`src/rtl/dtw_result_arbiter.sv`:
```
// Round-robin arbiter funnelling per-core DTW results into one stream FIFO, with flush
// padding to packet boundaries. Define DTW_ARB_TAG_EN to tag issued words with the core index.
module dtw_result_arbiter #(
    parameter int NUM_CORES = 4,
    parameter int C_M_AXIS_TDATA_WIDTH = 32,
    parameter int PKT_WORDS = 8,
    parameter logic [C_M_AXIS_TDATA_WIDTH-1:0] PAD_WORD = 32'hFFFF_FFFF
) (
    input  logic                                      ACLK,
    input  logic                                      ARESET,
    input  logic [NUM_CORES-1:0]                      core_req,
    input  logic [NUM_CORES*C_M_AXIS_TDATA_WIDTH-1:0] core_data,
    output logic [NUM_CORES-1:0]                      core_ack,
    input  logic                                      flush,
    output logic                                      flush_done,
    output logic                                      dtw_fifo_wren,
    output logic [C_M_AXIS_TDATA_WIDTH-1:0]           dtw_fifo_din,
    input  logic                                      dtw_fifo_full,
    output logic [$clog2(PKT_WORDS)-1:0]              pkt_pos,
    output logic                                      busy
);
    localparam int W     = C_M_AXIS_TDATA_WIDTH;
    localparam int IDX_W = $clog2(NUM_CORES);
    localparam int POS_W = $clog2(PKT_WORDS);

    typedef enum logic [1:0] {ARB, ISSUE, PAD} state_t;

    state_t           state_reg, state_next;
    logic [IDX_W-1:0] last_grant_reg, last_grant_next;
    logic [IDX_W-1:0] grant_reg, grant_next;
    logic [POS_W-1:0] pkt_pos_reg, pkt_pos_next;
    logic             flush_pending_reg, flush_pending_next;
    logic             flush_done_reg, flush_done_next;
    logic [W-1:0]     word_reg, word_next;

    logic [W-1:0]     core_word [NUM_CORES];
    logic [IDX_W-1:0] rr_idx;
    logic             rr_found;
    int               rr_cand;
    logic             flush_req;
    logic             write_ok;
    logic             pad_wrap;

    generate
        for (genvar gi = 0; gi < NUM_CORES; gi++) begin : g_slice
            assign core_word[gi] = core_data[gi*W +: W];
        end
    endgenerate

    // Scan from the farthest candidate back to last_grant+1 so the nearest requester wins.
    always_comb begin
        rr_idx   = '0;
        rr_found = 1'b0;
        rr_cand  = 0;
        for (int k = NUM_CORES; k >= 1; k--) begin
            rr_cand = (int'(last_grant_reg) + k) % NUM_CORES;
            if (core_req[rr_cand[IDX_W-1:0]]) begin
                rr_idx   = rr_cand[IDX_W-1:0];
                rr_found = 1'b1;
            end
        end
    end

    // A flush pulse seen in the same cycle acts immediately; repeats merge into one pending flush.
    assign flush_req = flush_pending_reg | flush;
    assign write_ok  = (state_reg != ARB) && !dtw_fifo_full && !ARESET;
    assign pad_wrap  = (state_reg == PAD) && write_ok && (pkt_pos_reg == POS_W'(PKT_WORDS-1));

    always_comb begin
        state_next         = state_reg;
        last_grant_next    = last_grant_reg;
        grant_next         = grant_reg;
        word_next          = word_reg;
        pkt_pos_next       = pkt_pos_reg;
        flush_pending_next = flush_req;
        flush_done_next    = 1'b0;
        core_ack           = '0;
        case (state_reg)
            ARB: begin
                if (flush_req) begin
                    if (pkt_pos_reg != '0) begin
                        state_next = PAD;
                    end else begin
                        flush_done_next    = 1'b1;
                        flush_pending_next = 1'b0;
                    end
                end else if (rr_found) begin
                    grant_next = rr_idx;
                    word_next  = core_word[rr_idx];
`ifdef DTW_ARB_TAG_EN
                    word_next[W-1 -: IDX_W] = rr_idx;
`endif
                    state_next = ISSUE;
                end
            end
            ISSUE: begin
                if (write_ok) begin
                    core_ack[grant_reg] = 1'b1;
                    last_grant_next     = grant_reg;
                    pkt_pos_next        = pkt_pos_reg + 1'b1;
                    state_next          = ARB;
                end
            end
            PAD: begin
                if (write_ok) begin
                    pkt_pos_next = pkt_pos_reg + 1'b1;
                    if (pad_wrap) begin
                        flush_pending_next = 1'b0;
                        state_next         = ARB;
                    end
                end
            end
            default: state_next = ARB;
        endcase
    end

    always_ff @(posedge ACLK) begin
        if (ARESET) begin
            state_reg         <= ARB;
            last_grant_reg    <= IDX_W'(NUM_CORES-1);
            grant_reg         <= '0;
            word_reg          <= '0;
            pkt_pos_reg       <= '0;
            flush_pending_reg <= 1'b0;
            flush_done_reg    <= 1'b0;
        end else begin
            state_reg         <= state_next;
            last_grant_reg    <= last_grant_next;
            grant_reg         <= grant_next;
            word_reg          <= word_next;
            pkt_pos_reg       <= pkt_pos_next;
            flush_pending_reg <= flush_pending_next;
            flush_done_reg    <= flush_done_next;
        end
    end

    assign dtw_fifo_wren = write_ok;
    assign dtw_fifo_din  = (state_reg == PAD) ? PAD_WORD : word_reg;
    assign flush_done    = flush_done_reg | pad_wrap;
    assign pkt_pos       = pkt_pos_reg;
    assign busy          = (state_reg != ARB);

endmodule

```
`config.mk`:
```
export PLATFORM = sky130hd
export DESIGN_NAME = dtw_result_arbiter
export DESIGN_NICKNAME = d
export VERILOG_FILES = /design/src/rtl/dtw_result_arbiter.sv
export SDC_FILE = /design/constraint.sdc
export NUM_CORES = 1
export LEC_CHECK = 0
export CORE_UTILIZATION = 40
export DETAILED_ROUTE_END_ITERATION = 8
export GPL_TIMING_DRIVEN = 0
export PLACE_DENSITY = 0.82
export SYNTH_ARGS = -nofsm -noshare
export SYNTH_HDL_FRONTEND = slang
export SYNTH_SLANG_ARGS = --single-unit
```
`constraint.sdc`:
```
create_clock -name ACLK -period 2.3 [get_ports ACLK]
set_input_delay 0.46 -clock ACLK [delete_from_list [all_inputs] [get_ports ACLK]]
set_output_delay 0.46 -clock ACLK [all_outputs]
set_load 0.01 [all_outputs]
```
==> impl_metrics.env <==
export IMPL_clock_skew_ns=0.009169
export IMPL_postRouteAntennaNets=0
export IMPL_cp_start_kind="input port"
export IMPL_synth_top_family_by_area="simple AND/OR/NAND/NOR gates"
export IMPL_final_period_utilization=0.9838
export IMPL_via_per_inst=5.356
export IMPL_layoutNonFillerInstCount=666
export IMPL_die_y_um=92.37
export IMPL_grt_pass1_vias=3861
export IMPL_synthCells=375
export IMPL_worstReg2RegStart="state_reg[0]"
export IMPL_cap_viol_max_count=0
export IMPL_synth_area_um2=3267
export IMPL_relSlewSlack=0.5885
export IMPL_die_area_um2=8532
export IMPL_grt_max_degree=13
export IMPL_p_per_area_nw_per_um2=808.4
export IMPL_first_iter_violations=116
export IMPL_synth_xor_area_frac=0.002681
export IMPL_dr_pass1_iters=4
export IMPL_fin_setup_tns_ns=0
export IMPL_clock_path_buffers=2
export IMPL_area_delta_synth_final_pct=65.72
export IMPL_synth_fa_ha_area_frac=0.02298
export IMPL_chipWidth_um=92.37
export IMPL_gp_congestion=0.8142
export IMPL_synth_distinct_cells=42
export IMPL_preCtsSetupSlack_ns=-0.7443
export IMPL_synth_top_area_frac=0.2635
export IMPL_clock_latency_ns=0.30
export IMPL_cp_cell_sequence="clkdlybuf4s50_1, nand2b_1, a21oi_1, a211o_1, buf_2, buf_2, mux2i_1, o211ai_2"
export IMPL_routedWlPerCell_um=16.90
export IMPL_cts_sinks=43
export IMPL_rsz0062_at_grt="yes"
export IMPL_crit_path_frequent_cell="buf_2"
export IMPL_via_count=3567
export IMPL_synth_compound_area_frac=0.1589
export IMPL_clk_pin_slew_ns=0.08
export IMPL_portBuffers=177
export IMPL_htreeDepth=2
export IMPL_synth_simple_area_share=0.2750
export IMPL_endpoint="word_reg[30]"
export IMPL_synth_seq_cells=43
export IMPL_cts_tree="done"
export IMPL_routed_top_layer="met4"
export IMPL_final_setup_worst_slack_ns=0.03730
export IMPL_largest_reg_flops=32
export IMPL_root_buffer="clkbuf_8"
export IMPL_grt_usage=0.2694
export IMPL_grt_remaining_overflow=0
export IMPL_synth_edf_count=0
export IMPL_nFillCells=636
export IMPL_rows=32
export IMPL_async_flop_share=0
export IMPL_slowest_delay_ns=0.52
export IMPL_dp_cells=654
export IMPL_fin_total_pwr_w=0.004377
export IMPL_status="finished clean"
export IMPL_ff2ff_setup_slack_ns=0.17
export IMPL_coreArea_um2=7807
export IMPL_drc=0
export IMPL_yosysSeqAreaShare=0.2635
export IMPL_met3_length_um=679
export IMPL_grt_pass1_wl_um=18190
export IMPL_routed_wl_met2_um=5889
export IMPL_synth_mux_area_frac=0.2083
export IMPL_cts_hold_buf=0
export IMPL_synth_fp_nets=517
export IMPL_p_leak_nw=2.554
export IMPL_critPathKind="in2reg"
export IMPL_yosysTopAreaCell="dfxtp_1"
export IMPL_layout_min_cycle_time_ns=2.263
export IMPL_routed_wl_um=11250
export IMPL_cp_max_fo=10
export IMPL_yosys_top_cells_area="dfxtp_1 26%, o211ai_2 12%, mux2_2 11%"
export IMPL_cp_slowest_cell="clkdlybuf4s50_1"
export IMPL_setup_violations=0
export IMPL_crit_start="core_req[2]"
export IMPL_antenna_found_initial=0
export IMPL_critPathCaptureType="register"
export IMPL_yosysWarnings=0
export IMPL_hold_violations=0
export IMPL_n_antenna_cell=0
export IMPL_tightest_slew_ns=0.6172
export IMPL_ir_drop_mv=0.3790
export IMPL_timing_final_max_slew_violations=0
export IMPL_place_hpwl_um=8315
export IMPL_nets=705
export IMPL_boundaryPins=178
export IMPL_required_ns=2.48
export IMPL_wl_met1_um=4476
export IMPL_arrival_ns=2.44
export IMPL_start_util=0.4184
export IMPL_syn_area_per_cell_um2=8.712
export IMPL_synth_top_flop_cell="dfxtp_1"
export IMPL_cts_inserted_buffers=5
export IMPL_worstRegToRegCells=10
export IMPL_layout_drive_gt1_share=0.2695
export IMPL_min_path_type="reg2reg"
export IMPL_fmax_mhz=442.0
export IMPL_r2r_end="word_reg[1]"
kinds of logic after synthesis:
kind of cell             Yosys count
AO/OA/AOI/OAI                     50
XOR/XNOR                           1
adder cells (fa/ha/maj)            6
buffers and inverters             39
flip-flops                        43
multiplexers                      64
AND/OR/NAND/NOR                  172
synth_stat cells (all sizes together) (2+ instances only):
cell type / n
a211o: 3
a21oi: 6
and2: 2
and3: 2
buf: 25
clkbuf: 7
dfxtp: 43
ha: 6
inv: 7
mux2: 32
mux2i: 32
nand2: 39
nand2b: 4
nand3: 66
nor2: 11
nor3: 6
nor3b: 4
o211ai: 32
o21ai: 2
or2: 33
per-layer routing:
| metal | up-vias | global-route usage |
|---|---|---|
| met2 | 137 | 0.5000 |
| met4 | 0 | 0.08203 |
| met3 | 15 | 0.05419 |
| met1 | 1706 | 0.3068 |
| met5 | - | 0 |
| li1 | 1709 | - |
worst min-delay path by stage:
stage / startpoint / end / slack (ns) / cells after the start
5_1_grt: word_reg[27] / word_reg[27] / 0.50 / 2
3_3_place_gp: word_reg[31] / word_reg[31] / 0.44 / 2
2_1_floorplan: word_reg[31] / word_reg[31] / 0.44 / 2
4_1_cts: word_reg[9] / word_reg[9] / 0.48 / 2
6_report: word_reg[2] / word_reg[2] / 0.47 / 2
3_5_place_dp: word_reg[31] / word_reg[31] / 0.45 / 2
cell type report:
type	instances	area (um2)	share of cell area
tap	102	127.6	0.02357
clock inverter	1	5.005	0.0009244
buffer	31	219.0	0.04044
inverter	7	26.28	0.004853
clock buffer	7	76.32	0.01410
sequential	43	863.3	0.1595
multi-input combinational	293	2233	0.4125
timing repair buffer	182	1863	0.3441
stage by stage:
stage          area, um2  utilization  hold WS (ns)
2_1_floorplan       3267            -        0.4350
3_3_place_gp        5166       0.6617        0.4443
3_5_place_dp        5166       0.6617        0.4521
4_1_cts             5294       0.6780        0.4752
5_1_grt             5414       0.6934        0.4967
6_report            5414       0.6934        0.4730
critical path: cells and delay by family:
kind                   cells  cell delay (ns)
multiplexers               1             0.30
AND/OR/NAND/NOR            1             0.20
buffers and inverters      3             1.10
AO/OA/AOI/OAI              3             0.38
cell usage in the layout, fill, tap and decap left out, types with 3 or more instances in the layout:
cell type        netlist  routed
clkbuf_4               0       4
nand2b_1               4       4
clkbuf_1               7       5
buf_2                 17      15
nand2_1               39      38
nand3_1               66      66
dlymetal6s2s_1         0      26
nor3_1                 5       5
dfxtp_1               43      41
nor2_1                10      10
a21oi_1                6       6
buf_6                  7      10
mux2i_1               32      30
ha_1                   6       4
buf_4                  1       4
a211o_1                3       3
o211ai_2              31      31
inv_1                  7       5
clkbuf_8               0       6
or2_2                 32      32
mux2_2                32      32
dlygate4sd2_1          0      10
clkdlybuf4s50_1        0     139
power by group:
group / switching (W) / leakage (nW) / internal [W]
Combinational: 0.00128 / 2.16 / 0.00156
Clock: 0.000278 / 0.0422 / 0.000214
Sequential: 0.000105 / 0.353 / 0.000942
timing repair:
item	in CTS	in global routing
resized for setup	27	44
setup buffers	2	3
endpoints found under the setup margin	38	70
pin swaps	1	3
cloned	0	0
Power figures use the tool's default switching activity.
